$ cat src/rtl/irq_req_ctrl.sv
`default_nettype none
// ============================================================================
//  Module   : irq_req_ctrl
//  Purpose  : Request-conditioning stage in front of the interrupt priority
//             determiner. Samples the NMI and eight external IRQ pins,
//             detects the per-IRQ sense (low level / falling / rising / both),
//             latches edge events and internal event pulses into pending
//             flags, and clears them when the CPU acknowledges the matching
//             vector number (NMI = 1, IRQi = 2+i, internal IRQi = 10+i).
//  Revision : 1.0  initial release
// ----------------------------------------------------------------------------
//  Ports
//    clk          in   1   system clock, rising edge
//    rst          in   1   asynchronous active-high reset
//    nmi_pin      in   1   raw NMI pin (rising edge sensitive, unmaskable)
//    irq_pin      in   8   raw external IRQ pins
//    int_src      in   8   internal event pulses, synchronous to clk
//    sense_cfg    in  16   [2i+1:2i] for IRQi: 00 low, 01 fall, 10 rise, 11 both
//    irq_en       in   8   external IRQ enables
//    int_en       in   8   internal IRQ enables
//    ack          in   1   one-cycle acknowledge strobe
//    ack_vt_no    in   5   vector number being acknowledged
//    nmi_req      out  1   latched NMI request
//    irq_req      out  8   external pending AND enable
//    int_irq_req  out  8   internal pending AND enable
//    irq_pend     out  8   raw external pending flags
// ----------------------------------------------------------------------------
//  Build option
//    IRQ_SYNC_EN  when defined, nmi_pin and irq_pin pass through a two-flop
//                 synchroniser; otherwise the pins are used directly.
// ============================================================================
module irq_req_ctrl (
    input  logic        clk,
    input  logic        rst,
    input  logic        nmi_pin,
    input  logic [7:0]  irq_pin,
    input  logic [7:0]  int_src,
    input  logic [15:0] sense_cfg,
    input  logic [7:0]  irq_en,
    input  logic [7:0]  int_en,
    input  logic        ack,
    input  logic [4:0]  ack_vt_no,
    output logic        nmi_req,
    output logic [7:0]  irq_req,
    output logic [7:0]  int_irq_req,
    output logic [7:0]  irq_pend
);

    localparam logic [4:0] c_VT_NMI      = 5'd1;
    localparam int         c_VT_IRQ_BASE = 2;
    localparam int         c_VT_INT_BASE = 10;

    // Bit 8 carries the NMI, bits 7:0 the external IRQs.
    logic [8:0] w_s;          // sampled pin level
    logic [8:0] r_prev;       // previous sampled level
    logic       w_s_valid;    // w_s holds a real pin sample (not reset fill)
    logic       w_p_valid;    // r_prev holds a real pin sample

`ifdef IRQ_SYNC_EN
    logic [8:0] r_meta;
    logic [8:0] r_sync;
    logic [1:0] r_warm;       // edges since reset, saturating at 3

    always_ff @(posedge clk or posedge rst) begin
        if (rst) begin
            r_meta <= '0;
            r_sync <= '0;
            r_warm <= 2'd0;
        end else begin
            r_meta <= {nmi_pin, irq_pin};
            r_sync <= r_meta;
            if (r_warm != 2'd3) begin
                r_warm <= r_warm + 2'd1;
            end
        end
    end

    assign w_s       = r_sync;
    // The synchroniser needs two edges before its output reflects the pin,
    // and one more before the previous-value register does. Until then the
    // zeros left by reset must not look like a low level or an edge.
    assign w_s_valid = r_warm[1];
    assign w_p_valid = (r_warm == 2'd3);
`else
    logic r_primed;           // first edge after reset has been taken

    always_ff @(posedge clk or posedge rst) begin
        if (rst) begin
            r_primed <= 1'b0;
        end else begin
            r_primed <= 1'b1;
        end
    end

    assign w_s       = {nmi_pin, irq_pin};
    assign w_s_valid = 1'b1;
    // r_prev holds reset zeros until the first edge; a pin already high at
    // release must not read as a rising edge.
    assign w_p_valid = r_primed;
`endif

    logic [8:0] w_rise;
    logic [7:0] w_fall;

    assign w_rise = w_s & ~r_prev & {9{w_p_valid}};
    assign w_fall = ~w_s[7:0] & r_prev[7:0] & {8{w_p_valid}};

    logic [7:0] r_pend;
    logic [7:0] r_ipend;
    logic       r_nmi;

    logic [7:0] w_edge;
    logic [7:0] w_ack_irq;
    logic [7:0] w_ack_int;
    logic       w_ack_nmi;
    logic [7:0] w_pend_nxt;

    assign w_ack_nmi = ack && (ack_vt_no == c_VT_NMI);

    always_comb begin
        w_edge     = '0;
        w_ack_irq  = '0;
        w_ack_int  = '0;
        w_pend_nxt = r_pend;
        for (int i = 0; i < 8; i++) begin
            w_ack_irq[i] = ack && (ack_vt_no == 5'(c_VT_IRQ_BASE + i));
            w_ack_int[i] = ack && (ack_vt_no == 5'(c_VT_INT_BASE + i));

            case (sense_cfg[2*i +: 2])
                2'b01:   w_edge[i] = w_fall[i];
                2'b10:   w_edge[i] = w_rise[i];
                2'b11:   w_edge[i] = w_rise[i] | w_fall[i];
                default: w_edge[i] = 1'b0;
            endcase

            if (sense_cfg[2*i +: 2] == 2'b00) begin
                // Low level: the flag simply mirrors the inverted pin, so an
                // acknowledge cannot remove a request that is still asserted.
                if (w_s_valid) begin
                    w_pend_nxt[i] = ~w_s[i];
                end
            end else if (w_edge[i] && irq_en[i]) begin
                // Edges seen while disabled are dropped, not deferred.
                w_pend_nxt[i] = 1'b1;
            end else if (w_ack_irq[i]) begin
                w_pend_nxt[i] = 1'b0;
            end
        end
    end

    always_ff @(posedge clk or posedge rst) begin
        if (rst) begin
            r_prev  <= '0;
            r_pend  <= '0;
            r_ipend <= '0;
            r_nmi   <= 1'b0;
        end else begin
            r_prev  <= w_s;
            r_pend  <= w_pend_nxt;
            // Set terms are OR-ed after the clear so a new event wins.
            r_ipend <= (r_ipend & ~w_ack_int) | (int_src & int_en);
            r_nmi   <= (r_nmi & ~w_ack_nmi) | w_rise[8];
        end
    end

    assign nmi_req     = r_nmi;
    assign irq_req     = r_pend & irq_en;
    assign int_irq_req = r_ipend & int_en;
    assign irq_pend    = r_pend;

endmodule
`default_nettype wire

$ cat config.mk
export PLATFORM = sky130hd
export DESIGN_NAME = irq_req_ctrl
export DESIGN_NICKNAME = d
export VERILOG_FILES = /design/src/rtl/irq_req_ctrl.sv
export SDC_FILE = /design/constraint.sdc
export NUM_CORES = 1
export LEC_CHECK = 0
export CAP_MARGIN = 20
export CORE_UTILIZATION = 37
export DETAILED_ROUTE_END_ITERATION = 7
export HOLD_SLACK_MARGIN = 0.02
export PLACE_DENSITY = 0.84
export RECOVER_POWER = 100
export SLEW_MARGIN = 10
export SYNTH_ARGS = -nofsm -noshare
export SYNTH_HDL_FRONTEND = slang
export SYNTH_SLANG_ARGS = --single-unit
$ cat constraint.sdc
create_clock -name clk -period 1.2 [get_ports clk]
set_input_delay 0.18 -clock clk [delete_from_list [all_inputs] [get_ports clk]]
set_output_delay 0.18 -clock clk [all_outputs]
set_load 0.1 [all_outputs]
# ---- After elaboration in Yosys (flattened, before gate mapping)
# Cells that the tools add are included.
dict set report word_totals {
  reg_bits 27
  input_bits 57
  wordCells 157
}
dict set report classes {
  n_mux 32
  n_reduce_logical 41
  eq_ne 41
  bitwise 31
}
# op count
set op_table {}
lappend op_table {{$and 8x8->8} 6}
lappend op_table {{$eq 5x4->1 const B} 8}
lappend op_table {{$eq 2x2->1 const B} 16}
lappend op_table {{$logic_and 1x1->1} 25}
lappend op_table {{$mux 1} 24}
lappend op_table {{$pmux 1 s3} 8}
lappend op_table {{$reduce_bool 3->1} 8}
lappend op_table {{$eq 5x3->1 const B} 4}
lappend op_table {{$and 9x9->9} 2}
lappend op_table {{$eq 2x1->1 const B} 8}
lappend op_table {{$logic_not 2->1} 8}
lappend op_table {{$not 8->8} 2}
lappend op_table {{$eq 5x2->1 const B} 2}
lappend op_table {{$eq 5x5->1 const B} 2}
lappend op_table {{$not 1->1} 9}
lappend op_table {{$not 9->9} 1}
lappend op_table {{$or 1x1->1} 9}
lappend op_table {{$or 8x8->8} 1}
lappend op_table {{$eq 5x1->1 const B} 1}
lappend op_table {{$and 1x1->1} 1}

# ---- Logic depth before layout (Yosys ltp)
dict set report logic_depth {
  depth_word 8
  ltp_mapped 4
}

# ---- Worst setup path after synthesis
# Ideal clock, no wire load.
dict set report synth_path {
  path_kind {register to output}
  startpoint {register r_pend[1] (netlist: irq_pend[1])}
  endpoint {output irq_req[1]}
  stages_incl_launch_ff 2
  path_slack_ns -0.761
  n_path_buf 0
  arrival_ns 1.781
  path_cell_list {dfrtp_1 -> and2_1}
}
dict set report synth_between {
  elab_chain_cells 1
}
# element line_no
set synth_lines {}
lappend synth_lines {{start, declared} 108} ;# logic [7:0] r_pend;
lappend synth_lines {{start signal, assigned} 159} ;# r_pend <= w_pend_nxt;
lappend synth_lines {{$and 8x8->8} 167} ;# assign irq_req = r_pend & irq_en;
lappend synth_lines {{end, declared} 44} ;# output logic [7:0] irq_req,
# No other way between the ends.

# ---- Worst setup path in the final report
# Same ends and word-level chain as after synthesis.

==> qor.txt <==
Tcrit/Tclk final -> 112%
port buffer count -> 81
floorplan row count -> 21
dpl cell area -> 2610 um^2
CP endpoint kind -> output port
Initial DRC Count -> 41
power share of the clock group -> 12.7%
fillers -> 198
vias in the first global route -> 1637
Ports -> 82
critical path type -> register to output port
Vias -> 1501
met3 wire len -> 288 um
Starting Density -> 39.6%
Pre-Repair DR Iteration Count -> 4
CTS tree -> yes
Ant. Diodes -> 0
Largest stage delay, worst path -> 0.52 ns
antenna violations before repair -> 0
Worst-path clk slew -> 0.15 ns
Die Width -> 62.5 um
DRT Wirelength -> 4530 um
DIE HEIGHT -> 62.5 um
total chip power -> 3.20 mW
Worst Tran Pin Value -> 0.673 ns
cts hold-fix bufs -> 0
run status -> complete, but fails checks
WP data required -> 1.02 ns
most frequent cells in the layout -> clkdlybuf4s50_1 (40), buf_12 (25), dfrtp_1 (19)
clk root buf -> clkbuf_4
cell area power density -> 1160 nW/um^2
skew final -> 0.00356 ns
Synth warnings -> 0
dpl hpwl -> 3480 um
worst-path fanout max -> 3
Final Hold Fails -> 0
Clock Tree Buf Depth -> 2
peak supply drop -> 0.000808 V
average wire per standard cell -> 15.8 um
non-filler cells, final -> 286
Sw Share -> 41.1%
Post-DRT Antenna Nets -> 0
global-route wire length before repair -> 7780 um
core area -> 3420 um^2
Setup WS pre-CTS -> -0.487 ns
post-synthesis sequential area ratio -> 49.9%
total routing usage reported by global routing -> 25.3%
crit start category -> register
number of max-cap violations -> 0
worst-skew pair later-pin latency -> 0.33 ns
internal power -> 1.89 mW
H-tree lvl count -> 1
Slew Limit Fails -> 0
TritonCTS Buffers -> 3
leakage -> 1.15 nW
top layer in use -> met4
Critical-path top delay cell -> dfrtp_4
final-stage net count -> 298
met2 wire length -> 2400 um
synthesized flop and latch total -> 27
crit path DAT -> 1.17 ns
largest net degree at the start of global routing -> 28
Rel. slew slack -> 55.2%
Met1 Routed Length -> 1750 um
HP Class -> input port to register
sequential share of power -> 33.4%
Comb pwr share -> 53.9%
total gr overflow -> 0
placed cells -> 269
DIE AREA -> 3910 um^2
Layout area overhead -> 104%
final instance area -> 2760 um^2
Psw -> 1.32 mW
DRC violations left -> 0
layout cells sized above 1 -> 32.5%
final number of setup-violating endpoints -> 25
Vias/cell -> 5.25
RSZ-0062 raised after global routing -> yes
CP Cell Sequence -> and2_4 > buf_12
Synth Area per Inst -> 10.2 um^2
Mapped Cells -> 133
setup ws final -> -0.148 ns
failing checks -> setup timing
synthesized net count -> 190
cell area after synthesis -> 1350 um^2
Tmin final -> 1.35 ns
Max Freq -> 742 MHz
Netlist cell types -> 31
CTS Sinks -> 27
commonest non-fill, non-tap cell in the layout -> clkdlybuf4s50_1
gpl congestion -> 0.740
==> critical path: cells and delay by family (launching register included) <==
kind	cells	cell delay [ns]
DFF	1	0.52
and+or+nand+nor	1	0.15
buffers and inverters	1	0.16
==> sequential cells by signal, indices dropped and copies added, names as in the netlist <==
signal    flops
r_prev        9
r_primed      1
irq_pend      8
nmi_req       1
r_ipend       8
==> final timing paths <==
| kind | depth (start not counted) | slack (ns) | from | to |
|---|---|---|---|---|
| min in group asynchronous | 3 | 0.45 | rst | r_ipend[0] |
| min | 3 | 0.32 | ack_vt_no[1] | r_ipend[6] |
| max | 2 | -0.15 | irq_pend[1] | irq_req[1] |
| max in group asynchronous | 3 | 0.26 | rst | irq_pend[0] |
| max reg2reg | 5 | -0.01 | irq_pend[7] | irq_pend[7] |
| min reg2reg | 1 | 0.43 | r_prev[8] | nmi_req |
==> per-layer routing <==
metal  up-vias  global-route usage, %
met5         -                      0
met3         9                   6.57
met4         0                   6.40
met1       722                   28.6
met2        63                   46.9
li1        707                      -
==> synthesized netlist by cell type <==
library cell  instances  area, um^2
o2bb2ai_1             1        8.76
nor3_1                7        35.0
a311o_1               7        70.1
conb_1                1        3.75
a22o_1                6        52.6
nor2_1                1        3.75
nor4b_1               1        8.76
buf_6                 1        11.3
nor2b_1               1        6.26
o311ai_1              1        8.76
o41ai_1               1        8.76
o211ai_1              1        7.51
and2_1               16         100
a21oi_1               6        30.0
nand4b_1              1        8.76
or2_4                 1        8.76
and2b_1               1        7.51
and4bb_2              2        25.0
o221a_1               1        11.3
nand2b_1              2        12.5
and3b_1               2        17.5
o21ai_0              14        70.1
buf_1                 1        3.75
or4b_1                1        10.0
dfrtp_1              27         676
nand3b_1              7        52.6
inv_1                 1        3.75
nand2_1              16        60.1
nand3_1               3        15.0
o221ai_1              1        8.76
buf_4                 1        7.51
==> cell type report <==
class | instances | area, um^2 | share of cell area [%]
clock buffers | 3 | 22.5 | 0.817
clock inverters | 1 | 5.00 | 0.181
inverters | 1 | 3.75 | 0.136
multi-input cells | 102 | 704 | 25.5
flip-flops and latches | 27 | 706 | 25.6
well taps | 46 | 57.6 | 2.09
repair buffers | 106 | 1260 | 45.6
==> what timing repair did <==
item                       CTS  global route
buffers inserted            10             3
setup endpoints to repair   33            25
cloned                       0             0
gates resized for setup     25             3
pin swaps                   12             1
==> power groups by stage <==
stage          Clock, mW  Sequential (mW)  Combinational, mW
3_5_place_dp           0             1.11               1.60
4_1_cts            0.412             1.07               1.73
6_report           0.406             1.07               1.73
2_1_floorplan          0             1.40              0.564
3_3_place_gp           0             1.10               1.57
5_1_grt            0.462             1.08               1.79
==> stage by stage <==
step	TNS, ns	util [%]	hold WS (ns)
CTS	-2.30	80.7	0.168
detailed placement	-6.02	76.5	0.416
finish	-2.27	80.7	0.317
global placement	-5.57	76.5	0.402
floorplan	-0.113	-	0.211
global route	-3.32	80.7	0.342
==> logic make-up after synthesis <==
group	count (synthesis)	share of synthesized area, %
compound gates	39	20.4
buf+inv	4	1.94
flops	27	49.9
other cells	1	0.277
simple gates	62	27.4
Note: power is estimated with default switching activity, not from simulation.
